--- config.mk ---
export PLATFORM = sky130hd
export DESIGN_NAME = mem_access_ctrl_flat
export DESIGN_NICKNAME = d
export VERILOG_FILES = /design/src/rtl/mem_pkg.sv /design/src/rtl/mem_access_ctrl_if.sv /design/src/rtl/mem_access_ctrl_align_chk.sv /design/src/rtl/mem_access_ctrl.sv /design/src/flat_wrapper.sv
export SDC_FILE = /design/constraint.sdc
export NUM_CORES = 1
export LEC_CHECK = 0
export CAP_MARGIN = 20
export CORE_MARGIN = 5
export CORE_UTILIZATION = 57
export DETAILED_ROUTE_END_ITERATION = 10
export DONT_BUFFER_PORTS = 1
export MAX_ROUTING_LAYER = met4
export PLACE_DENSITY = 0.83
export SLEW_MARGIN = 15
export SYNTH_ARGS = -nofsm -noshare
export SYNTH_HDL_FRONTEND = slang
export SYNTH_SLANG_ARGS = --single-unit
--- constraint.sdc ---
create_clock -name clk -period 4.87 [get_ports clk]
set_clock_uncertainty 0.2 [all_clocks]
set_input_delay 0.7305 -clock clk [delete_from_list [all_inputs] [get_ports clk]]
set_output_delay 0.7305 -clock clk [all_outputs]
set_load 0.02 [all_outputs]
--- src/rtl/mem_pkg.sv ---
// rtl/mem_pkg.sv - shared sizes, FSM states and helpers for the data RAM access controller
package mem_pkg;

    localparam int RAM_ADDR_W = 9;

    localparam logic [1:0] SIZE_BYTE = 2'b00;
    localparam logic [1:0] SIZE_HALF = 2'b01;
    localparam logic [1:0] SIZE_WORD = 2'b10;

    typedef enum logic [1:0] {
        IDLE   = 2'd0,
        CHECK  = 2'd1,
        ACCESS = 2'd2,
        RESP   = 2'd3
    } state_t;

    // Size 11 is an alias of word; fold it once at capture so the RAM only sees 00/01/10.
    function automatic logic [1:0] norm_size(input logic [1:0] size);
        return (size == 2'b11) ? SIZE_WORD : size;
    endfunction

endpackage

--- src/rtl/mem_access_ctrl_if.sv ---
// rtl/mem_access_ctrl_if.sv - pipeline request/response and RAM port signals of the access controller
interface mem_access_ctrl_if
    import mem_pkg::*;
#(
    parameter int ADDR_W = RAM_ADDR_W,
    parameter int DATA_W = 32
);
    logic              req_valid;
    logic              req_ready;
    logic              req_write;
    logic              req_signed;
    logic [1:0]        req_size;
    logic [ADDR_W-1:0] req_addr;
    logic [DATA_W-1:0] req_wdata;

    logic              rsp_valid;
    logic              rsp_ready;
    logic [DATA_W-1:0] rsp_rdata;
    logic              rsp_fault;

    logic              ram_enable;
    logic              ram_rw;
    logic              ram_se;
    logic [1:0]        ram_size;
    logic [ADDR_W-1:0] ram_addr;
    logic [DATA_W-1:0] ram_din;
    logic [DATA_W-1:0] ram_dout;

    // slave: the controller itself; master: the pipeline plus the RAM around it
    modport slave (
        input  req_valid, req_write, req_signed, req_size, req_addr, req_wdata,
        input  rsp_ready, ram_dout,
        output req_ready, rsp_valid, rsp_rdata, rsp_fault,
        output ram_enable, ram_rw, ram_se, ram_size, ram_addr, ram_din
    );

    modport master (
        output req_valid, req_write, req_signed, req_size, req_addr, req_wdata,
        output rsp_ready, ram_dout,
        input  req_ready, rsp_valid, rsp_rdata, rsp_fault,
        input  ram_enable, ram_rw, ram_se, ram_size, ram_addr, ram_din
    );

endinterface

--- src/rtl/mem_access_ctrl_align_chk.sv ---
// rtl/mem_access_ctrl_align_chk.sv - combinational misalignment flag and force-aligned address (mem_align_chk)
module mem_align_chk
    import mem_pkg::*;
#(
    parameter int ADDR_W = RAM_ADDR_W
) (
    input  logic [1:0]        size,
    input  logic [ADDR_W-1:0] addr,
    output logic              misaligned,
    output logic [ADDR_W-1:0] addr_aligned
);

    always_comb begin
        misaligned   = 1'b0;
        addr_aligned = addr;
        case (size)
            SIZE_BYTE: begin
                misaligned = 1'b0;
            end
            SIZE_HALF: begin
                misaligned      = addr[0];
                addr_aligned[0] = 1'b0;
            end
            default: begin
                misaligned        = |addr[1:0];
                addr_aligned[1:0] = 2'b00;
            end
        endcase
    end

endmodule

--- src/rtl/mem_access_ctrl.sv ---
// rtl/mem_access_ctrl.sv - MEM-stage load/store to data RAM controller; MISALIGN_TRAP_EN adds the fault check
module mem_access_ctrl
    import mem_pkg::*;
#(
    parameter int ADDR_W   = RAM_ADDR_W,
    parameter int DATA_W   = 32,
    parameter int READ_LAT = 1
) (
    input  logic              clk,
    input  logic              rst_n,
    mem_access_ctrl_if.slave  bus
);

    state_t            state;
    state_t            state_nxt;
    logic              wr_q;
    logic              sgn_q;
    logic [1:0]        size_q;
    logic [ADDR_W-1:0] addr_q;
    logic [DATA_W-1:0] wdata_q;
    logic [DATA_W-1:0] rdata_q;
    logic [2:0]        lat_cnt;
    logic              misaligned;
    logic [ADDR_W-1:0] addr_aligned;
    logic              accept;
    logic              rsp_done;
    logic              load_last;
    logic              access_done;

    mem_align_chk #(.ADDR_W(ADDR_W)) u_align (
        .size         (size_q),
        .addr         (addr_q),
        .misaligned   (misaligned),
        .addr_aligned (addr_aligned)
    );

    assign accept      = (state == IDLE) && bus.req_valid;
    assign rsp_done    = (state == RESP) && bus.rsp_ready;
    assign load_last   = (lat_cnt == 3'(READ_LAT - 1));
    assign access_done = (state == ACCESS) && (wr_q || load_last);

    always_ff @(posedge clk or negedge rst_n) begin
        if (!rst_n) state <= IDLE;
        else        state <= state_nxt;
    end

    // Every ram_* output is gated by ACCESS so the RAM bus stays at zero otherwise.
    always_comb begin
        state_nxt      = state;
        bus.req_ready  = 1'b0;
        bus.rsp_valid  = 1'b0;
        bus.ram_enable = 1'b0;
        bus.ram_rw     = 1'b0;
        bus.ram_se     = 1'b0;
        bus.ram_size   = 2'b00;
        bus.ram_addr   = '0;
        bus.ram_din    = '0;
        case (state)
            IDLE: begin
                bus.req_ready = 1'b1;
                if (bus.req_valid) begin
`ifdef MISALIGN_TRAP_EN
                    state_nxt = CHECK;
`else
                    state_nxt = ACCESS;
`endif
                end
            end
            CHECK: begin
                state_nxt = misaligned ? RESP : ACCESS;
            end
            ACCESS: begin
                bus.ram_enable = 1'b1;
                bus.ram_rw     = wr_q;
                bus.ram_se     = sgn_q && (size_q != SIZE_WORD);
                bus.ram_size   = size_q;
                bus.ram_addr   = misaligned ? addr_aligned : addr_q;
                bus.ram_din    = wdata_q;
                if (wr_q || load_last) state_nxt = RESP;
            end
            RESP: begin
                bus.rsp_valid = 1'b1;
                if (bus.rsp_ready) state_nxt = IDLE;
            end
            default: state_nxt = IDLE;
        endcase
    end

    always_ff @(posedge clk or negedge rst_n) begin
        if (!rst_n) begin
            wr_q    <= 1'b0;
            sgn_q   <= 1'b0;
            size_q  <= SIZE_BYTE;
            addr_q  <= '0;
            wdata_q <= '0;
            rdata_q <= '0;
            lat_cnt <= '0;
        end else begin
            if (accept) begin
                wr_q    <= bus.req_write;
                sgn_q   <= bus.req_signed;
                size_q  <= norm_size(bus.req_size);
                addr_q  <= bus.req_addr;
                wdata_q <= bus.req_wdata;
            end
            if ((state == ACCESS) && !wr_q && !load_last) lat_cnt <= lat_cnt + 3'd1;
            else                                          lat_cnt <= '0;
            // rdata is zero outside a load response, which also covers stores and faults
            if (access_done)   rdata_q <= wr_q ? '0 : bus.ram_dout;
            else if (rsp_done) rdata_q <= '0;
        end
    end

    assign bus.rsp_rdata = rdata_q;

`ifdef MISALIGN_TRAP_EN
    logic fault_q;

    always_ff @(posedge clk or negedge rst_n) begin
        if (!rst_n)                                fault_q <= 1'b0;
        else if ((state == CHECK) && misaligned)   fault_q <= 1'b1;
        else if (rsp_done)                         fault_q <= 1'b0;
    end

    assign bus.rsp_fault = fault_q;
`else
    assign bus.rsp_fault = 1'b0;
`endif

endmodule
--- src/flat_wrapper.sv ---
// flat-port wrapper written by rule: the top's interface ports become plain ports
module mem_access_ctrl_flat import mem_pkg::*;
#(
    parameter int ADDR_W   = RAM_ADDR_W,
    parameter int DATA_W   = 32,
    parameter int READ_LAT = 1
)
  (clk, rst_n, bus_req_valid, bus_req_write, bus_req_signed, bus_req_size, bus_req_addr, bus_req_wdata, bus_rsp_ready, bus_ram_dout, bus_req_ready, bus_rsp_valid, bus_rsp_rdata, bus_rsp_fault, bus_ram_enable, bus_ram_rw, bus_ram_se, bus_ram_size, bus_ram_addr, bus_ram_din);
  mem_access_ctrl_if #(.ADDR_W(ADDR_W), .DATA_W(DATA_W)) bus_i ();
  input  logic clk;
  input  logic rst_n;
  input wire logic [$bits(bus_i.req_valid)-1:0] bus_req_valid;
  input wire logic [$bits(bus_i.req_write)-1:0] bus_req_write;
  input wire logic [$bits(bus_i.req_signed)-1:0] bus_req_signed;
  input wire logic [$bits(bus_i.req_size)-1:0] bus_req_size;
  input wire logic [$bits(bus_i.req_addr)-1:0] bus_req_addr;
  input wire logic [$bits(bus_i.req_wdata)-1:0] bus_req_wdata;
  input wire logic [$bits(bus_i.rsp_ready)-1:0] bus_rsp_ready;
  input wire logic [$bits(bus_i.ram_dout)-1:0] bus_ram_dout;
  output wire logic [$bits(bus_i.req_ready)-1:0] bus_req_ready;
  output wire logic [$bits(bus_i.rsp_valid)-1:0] bus_rsp_valid;
  output wire logic [$bits(bus_i.rsp_rdata)-1:0] bus_rsp_rdata;
  output wire logic [$bits(bus_i.rsp_fault)-1:0] bus_rsp_fault;
  output wire logic [$bits(bus_i.ram_enable)-1:0] bus_ram_enable;
  output wire logic [$bits(bus_i.ram_rw)-1:0] bus_ram_rw;
  output wire logic [$bits(bus_i.ram_se)-1:0] bus_ram_se;
  output wire logic [$bits(bus_i.ram_size)-1:0] bus_ram_size;
  output wire logic [$bits(bus_i.ram_addr)-1:0] bus_ram_addr;
  output wire logic [$bits(bus_i.ram_din)-1:0] bus_ram_din;
  assign bus_i.req_valid = bus_req_valid;
  assign bus_i.req_write = bus_req_write;
  assign bus_i.req_signed = bus_req_signed;
  assign bus_i.req_size = bus_req_size;
  assign bus_i.req_addr = bus_req_addr;
  assign bus_i.req_wdata = bus_req_wdata;
  assign bus_i.rsp_ready = bus_rsp_ready;
  assign bus_i.ram_dout = bus_ram_dout;
  assign bus_req_ready = bus_i.req_ready;
  assign bus_rsp_valid = bus_i.rsp_valid;
  assign bus_rsp_rdata = bus_i.rsp_rdata;
  assign bus_rsp_fault = bus_i.rsp_fault;
  assign bus_ram_enable = bus_i.ram_enable;
  assign bus_ram_rw = bus_i.ram_rw;
  assign bus_ram_se = bus_i.ram_se;
  assign bus_ram_size = bus_i.ram_size;
  assign bus_ram_addr = bus_i.ram_addr;
  assign bus_ram_din = bus_i.ram_din;
  mem_access_ctrl #(.ADDR_W(ADDR_W), .DATA_W(DATA_W), .READ_LAT(READ_LAT)) u_core (.clk(clk), .rst_n(rst_n), .bus(bus_i));
endmodule
# Word-level counts from Yosys, hierarchy flattened
# Index checks and enable logic that the tools add are counted.
[op_classes]
addsub = 1
eq_ne = 9
muxes = 22
reduce_logical = 16
[op_table]
columns = ["operator", "n"]
rows = [
  ["$mux 32", 4],
  ["$mux 2", 6],
  ["$mux 9", 1],
  ["$mux 1", 8],
  ["$pmux 2 s4", 1],
  ["$eq 2x2->1 const B", 3],
  ["$logic_and 1x1->1", 6],
  ["$ne 2x2->1 const B", 3],
  ["$eq 2x1->1 const B", 2],
  ["$logic_not 2->1", 2],
  ["$reduce_or 2->1", 2],
  ["$add 3x1->3 const B", 1],
  ["$logic_not 3->1", 1],
  ["$mux 3", 1],
  ["$reduce_and 3->1", 1],
  ["$logic_not 1->1", 2],
  ["$ne 2x1->1 const B", 1],
  ["$pmux 1 s2", 1],
  ["$reduce_bool 2->1", 1],
  ["$logic_or 1x1->1", 1],
]
[word_totals]
regBits = 82
out_inout_bits = 81

# Depth between registers and ports, before layout
[depth]
ltp_word = 5
mapped_depth = 6

# Modules after synthesis
# Synthesis repeated with hierarchy kept, for this count alone.
[unflattened]
hier_cells = 272
area_unflattened_um2 = 3572.2
[by_module_without_submodules]
columns = ["module", "n_inst", "cells_each", "area_each_um2", "seq_area_each_um2"]
rows = [
  ["mem_access_ctrl", 1, 260, 3488.3, 2052.0],
  ["mem_align_chk", 1, 12, 83.8, 0.0],
]

# Worst setup path before layout
# No wires, ideal clock.
[synth_path]
path_type = "register to output"
from = "register u_core.state[0]"
to = "output port bus_ram_addr[0]"
arrival_time_ns = 1.547
required_time_ns = 3.939
slack_ns = 2.392
path_stages_with_launch = 5
path_buffers = 2
cell_sequence = "dfrtp_1 > buf_6 > nand2b_1 > buf_4 > nor4b_1"
[synth_via]
elab_chain_cells = 2
[synth_rtl]
columns = ["element", "line_no", "text"]
rows = [
  ["from (decl)", "mem_access_ctrl.sv:14", "state_t state;"],
  ["from (signal assigned)", "mem_access_ctrl.sv:44", "else state <= state_nxt;"],
  ["$eq 2x2->1", "mem_access_ctrl.sv:58", "case (state)"],
  ["$mux 9", "mem_access_ctrl.sv:58", ""],
  ["to (decl)", "flat_wrapper.sv:28", "output wire logic [$bits(bus_i.ram_addr)-1:0] bus_ram_addr;"],
]
# Every way passes these cells.

# Worst setup path after layout
# Ends and elaborated chain as after synthesis.

==> qor_table.md <==
| Parameter | Reported | Unit |
|---|---|---|
| Result of the run | finished, final reports clean | - |
| Count of fill cells added during filler insertion | 446 | - |
| Post-route worst hold slack | 83.9 | ps |
| Number of buffers created by CTS | 9 | - |
| Most used DFF post-synth | sky130_fd_sc_hd__dfrtp_1 | - |
| Final-report max-slew violation count | 0 | - |
| Instance count after placement with tap cells included | 310 | - |
| Share of Yosys cell area claimed by the top area cell type | 59.8 | % |
| Share of post-route cells with drive strength above 1 | 23.5 | % |
| Endpoint class of the critical path | output pin | - |
| Clock latency at the later pin of the worst-skew pair | 330 | ps |
| Global-route wire length before repair | 10900 | um |
| Final Routed Wirelength | 7250 | um |
| Proportion of power drawn by flip-flops and latches | 49.3 | % |
| Launching point of the worst reg2reg path | u_core.state[0] | - |
| Launching element type of the critical path | flop | - |
| Syn_area_per_cell | 13.6 | um2 |
| DRC violations left | 0 | - |
| Minimum setup slack among reg-to-reg paths | 2650 | ps |
| Final setup violation count | 0 | - |
| Timing endpoint of the critical path | bus_ram_addr[0] | - |
| Number of sinks handled by clock tree synthesis | 82 | - |
| Internal power | 0.00161 | W |
| Post-synthesis instance area | 0.00343 | mm2 |
| R2r worst-path depth | 4 | - |
| Actual transition at the worst max-transition pin | 1060 | ps |
| Die W | 87.6 | um |
| Total net switching power | 0.00115 | W |
| Post-route design area | 0.00369 | mm2 |
| Most common library cell in the layout ignoring fill and taps | sky130_fd_sc_hd__dfrtp_1 | - |
| Total count of hold-check failures in the final report | 0 | - |
| Root buf cell | sky130_fd_sc_hd__clkbuf_8 | - |
| Number of antenna violations at the first check in global routing | 1 | - |
| Seq/Total Area, Yosys | 59.8 | % |
| Slowest-stage cell, CP | sky130_fd_sc_hd__nor4b_1 | - |
| Relative contribution of the clock network to total power | 16.7 | % |
| Post-Layout Cell Count | 331 | - |
| Share of flip-flops with an asynchronous set or reset | 100 | % |
| Standby leakage power | 1.66 | nW |
| Number of nets in the finished design | 333 | - |
| Worst IR drop on VDD | 0.370 | mV |
| Critical path depth in cells | 2 | - |
| Relative area change from synthesis to final layout | 7.54 | % |
| Period utilisation layout | 64.8 | % |
| Number of port buffers | 0 | - |
| Number of global-route vias before repair | 2103 | - |
| Type of the worst min-delay path | input port to asynchronous set/reset pin | - |
| Unrepaired setup endpoints after global routing | no | - |
| Count of nets left with antenna violations after detail routing | 0 | - |
| Yosys reg bits | 82 | - |
| Largest cells by area after synthesis | sky130_fd_sc_hd__dfrtp_1 60%, sky130_fd_sc_hd__mux2_2 12%, sky130_fd_sc_hd__a22o_1 8.2% | - |
| Effective utilization at floorplan | 58.3 | % |
| Core Box Area | 0.00589 | mm2 |
| Worst Path Max Fanout | 10 | - |
| Achievable Freq | 317 | MHz |
| Die height | 87.6 | um |
| Number of enable-type register cells in the synthesized netlist | 0 | - |
| Worst setup startpoint | u_core.state[0] | - |
| Num rows | 28 | - |
| Pin count of the biggest net entering global routing | 83 | - |
| Overall overflow remaining after global route | 0 | - |
| Overall track demand over capacity in global routing | 19.4 | % |
| Die area | 0.00768 | mm2 |
| RePlAce Congestion | 0.716 | - |
| Combinational share of power | 33.9 | % |
| Power density over cell area | 748 | mW/mm2 |
| Clock transition at the register clock pins on the worst setup and hold paths after CTS | 80 | ps |
| Required arrival time at the worst endpoint | 3940 | ps |
| Clock tree from TritonCTS | built | - |
| Total cell area at the placement stage | 0.00344 | mm2 |
| Synthesized netlist net count | 335 | - |
| Number of gates resized after CTS | 0 | - |
| Switching power share of the total | 41.7 | % |
| Data arrival at the endpoint of the critical path | 2220 | ps |
| DR vias/cell | 5.98 | - |
| Remaining max-slew budget at the tightest pin | 28.0 | % |
| Clock Tree Buf Depth | 2 | - |
| Crit Path Class | flop to output pin | - |
| Half-perimeter wire length after placement | 5170 | um |
| Number of standard cells after synthesis | 252 | - |
| Yosys top cell by area | sky130_fd_sc_hd__dfrtp_1 | - |
| Post-layout power | 0.00276 | W |
| Reg2Reg Capture Point | u_core.wdata_q[12] | - |
| Synthesis Warnings | 0 | - |
| First DRT Iteration DRCs | 106 | - |
| Detailed-route via count | 1980 | - |
| Setup TNS | 0 | ps |
| Max-Cap Viols | 0 | - |
| CTS H-Tree Depth | 3 | - |
| Dominant delay contributor by cell family on the critical path | simple AND/OR/NAND/NOR gates | - |
| Most used cells in the layout excluding fill and tap cells | 82 x sky130_fd_sc_hd__dfrtp_1, 42 x sky130_fd_sc_hd__and2_1, 36 x sky130_fd_sc_hd__mux2_2 | - |
| Critical Path Max Stage Delay | 990 | ps |
| Critical Path, Cell by Cell | nand2b_1 > nor4b_1 | - |
| Length of the first detailed-routing pass in iterations | 4 | - |
| Critical path buffer and inverter count | 0 | - |
| Clock period minus final worst setup slack | 3150 | ps |
| Boundary Pins | 162 | - |
| Count of distinct cell types in the synthesized netlist | 31 | - |
| Wire per inst | 21.9 | um |
==> worst register-to-register path, cell delays in order, from the launching register on <==
cell and delay (ps):
sky130_fd_sc_hd__dfrtp_1 510, sky130_fd_sc_hd__nor3b_4 430, sky130_fd_sc_hd__buf_8 240, sky130_fd_sc_hd__buf_4 330, sky130_fd_sc_hd__mux2_2 390
==> flip-flops by register name (all words and copies together) (netlist names) <==
name,cells
u_core.addr_q,9
u_core.wdata_q,32
u_core.size_q,2
u_core.bus.rsp_rdata,32
u_core.lat_cnt,3
u_core.sgn_q,1
u_core.state,2
u_core.wr_q,1
==> per-layer routing <==
layer  vias to the layer above  wire length (um)  global-route usage [%]
li1                        879                 -                       -
met1                       982              2960                    25.0
met2                       106              3480                    28.5
met3                        13               669                    6.11
met4                         0               138                    8.37
met5                         -                 0                       -
==> worst min-delay path by stage <==
stage	start	to	slack, ps	cells past startpoint
4_1_cts	rst_n	u_core.addr_q[7]	100	1
3_5_place_dp	rst_n	u_core.wdata_q[15]	240	0
2_1_floorplan	rst_n	u_core.addr_q[0]	230	0
3_3_place_gp	rst_n	u_core.wdata_q[15]	240	0
6_report	rst_n	u_core.wdata_q[24]	80	1
5_1_grt	rst_n	u_core.wdata_q[26]	90	1
==> cells in the mapped netlist, drive strengths merged, types with 2 or more instances <==
cell	count
clkbuf	4
dfrtp	82
nor2	2
o311ai	2
nand2b	2
and2	42
buf	14
mux2	43
o21ai	3
nor4b	2
nor3b	3
inv	5
ha	2
nor4	2
a22o	32
nand2	3
a21oi	2
==> power groups by stage <==
stage | registers [W] | logic [W] | clock network [W]
floorplan | 0.00129 | 0.000849 | 0
global route | 0.00140 | 0.00102 | 0.000512
detailed placement | 0.00138 | 0.000906 | 0
finish | 0.00136 | 0.000938 | 0.000462
global placement | 0.00136 | 0.000879 | 0
CTS | 0.00137 | 0.000926 | 0.000475
==> per-stage QoR <==
stage | util (%) | setup slack [ps]
after CTS | 62.0 | 1680
final | 62.7 | 1720
after floorplan | - | 2390
after global routing | 62.7 | 1590
after global placement | 58.4 | 2090
after detailed placement | 58.4 | 2040
==> kinds of logic after synthesis <==
logic type               after synthesis  synth area share [%]
AO/OA/AOI/OAI                         40                  9.62
buffers and inverters                 23                  4.12
flip-flops                            82                  59.8
adder cells (fa/ha/maj)                2                 0.729
multiplexers                          43                  14.1
other                                  1                 0.109
AND/OR/NAND/NOR                       60                  11.3
XOR/XNOR                               1                 0.255
==> what timing repair did <==
action,in CTS,in global routing
buffers inserted,0,0
endpoints found under the hold margin,82,0
hold buffers,1,0
==> area by class of cell <==
type	count	area, um2	share of cell area, %
Multi-Input combinational cell	147	1260	34.2
Timing Repair Buffer	5	76.3	2.07
Sequential cell	82	2050	55.6
Inverter	5	18.8	0.508
Clock buffer	10	128	3.46
Clock inverter	6	57.6	1.56
Tap cell	75	93.8	2.54
Antenna cell	1	2.50	0.0678
Note: power is estimated with default switching activity, not from simulation.
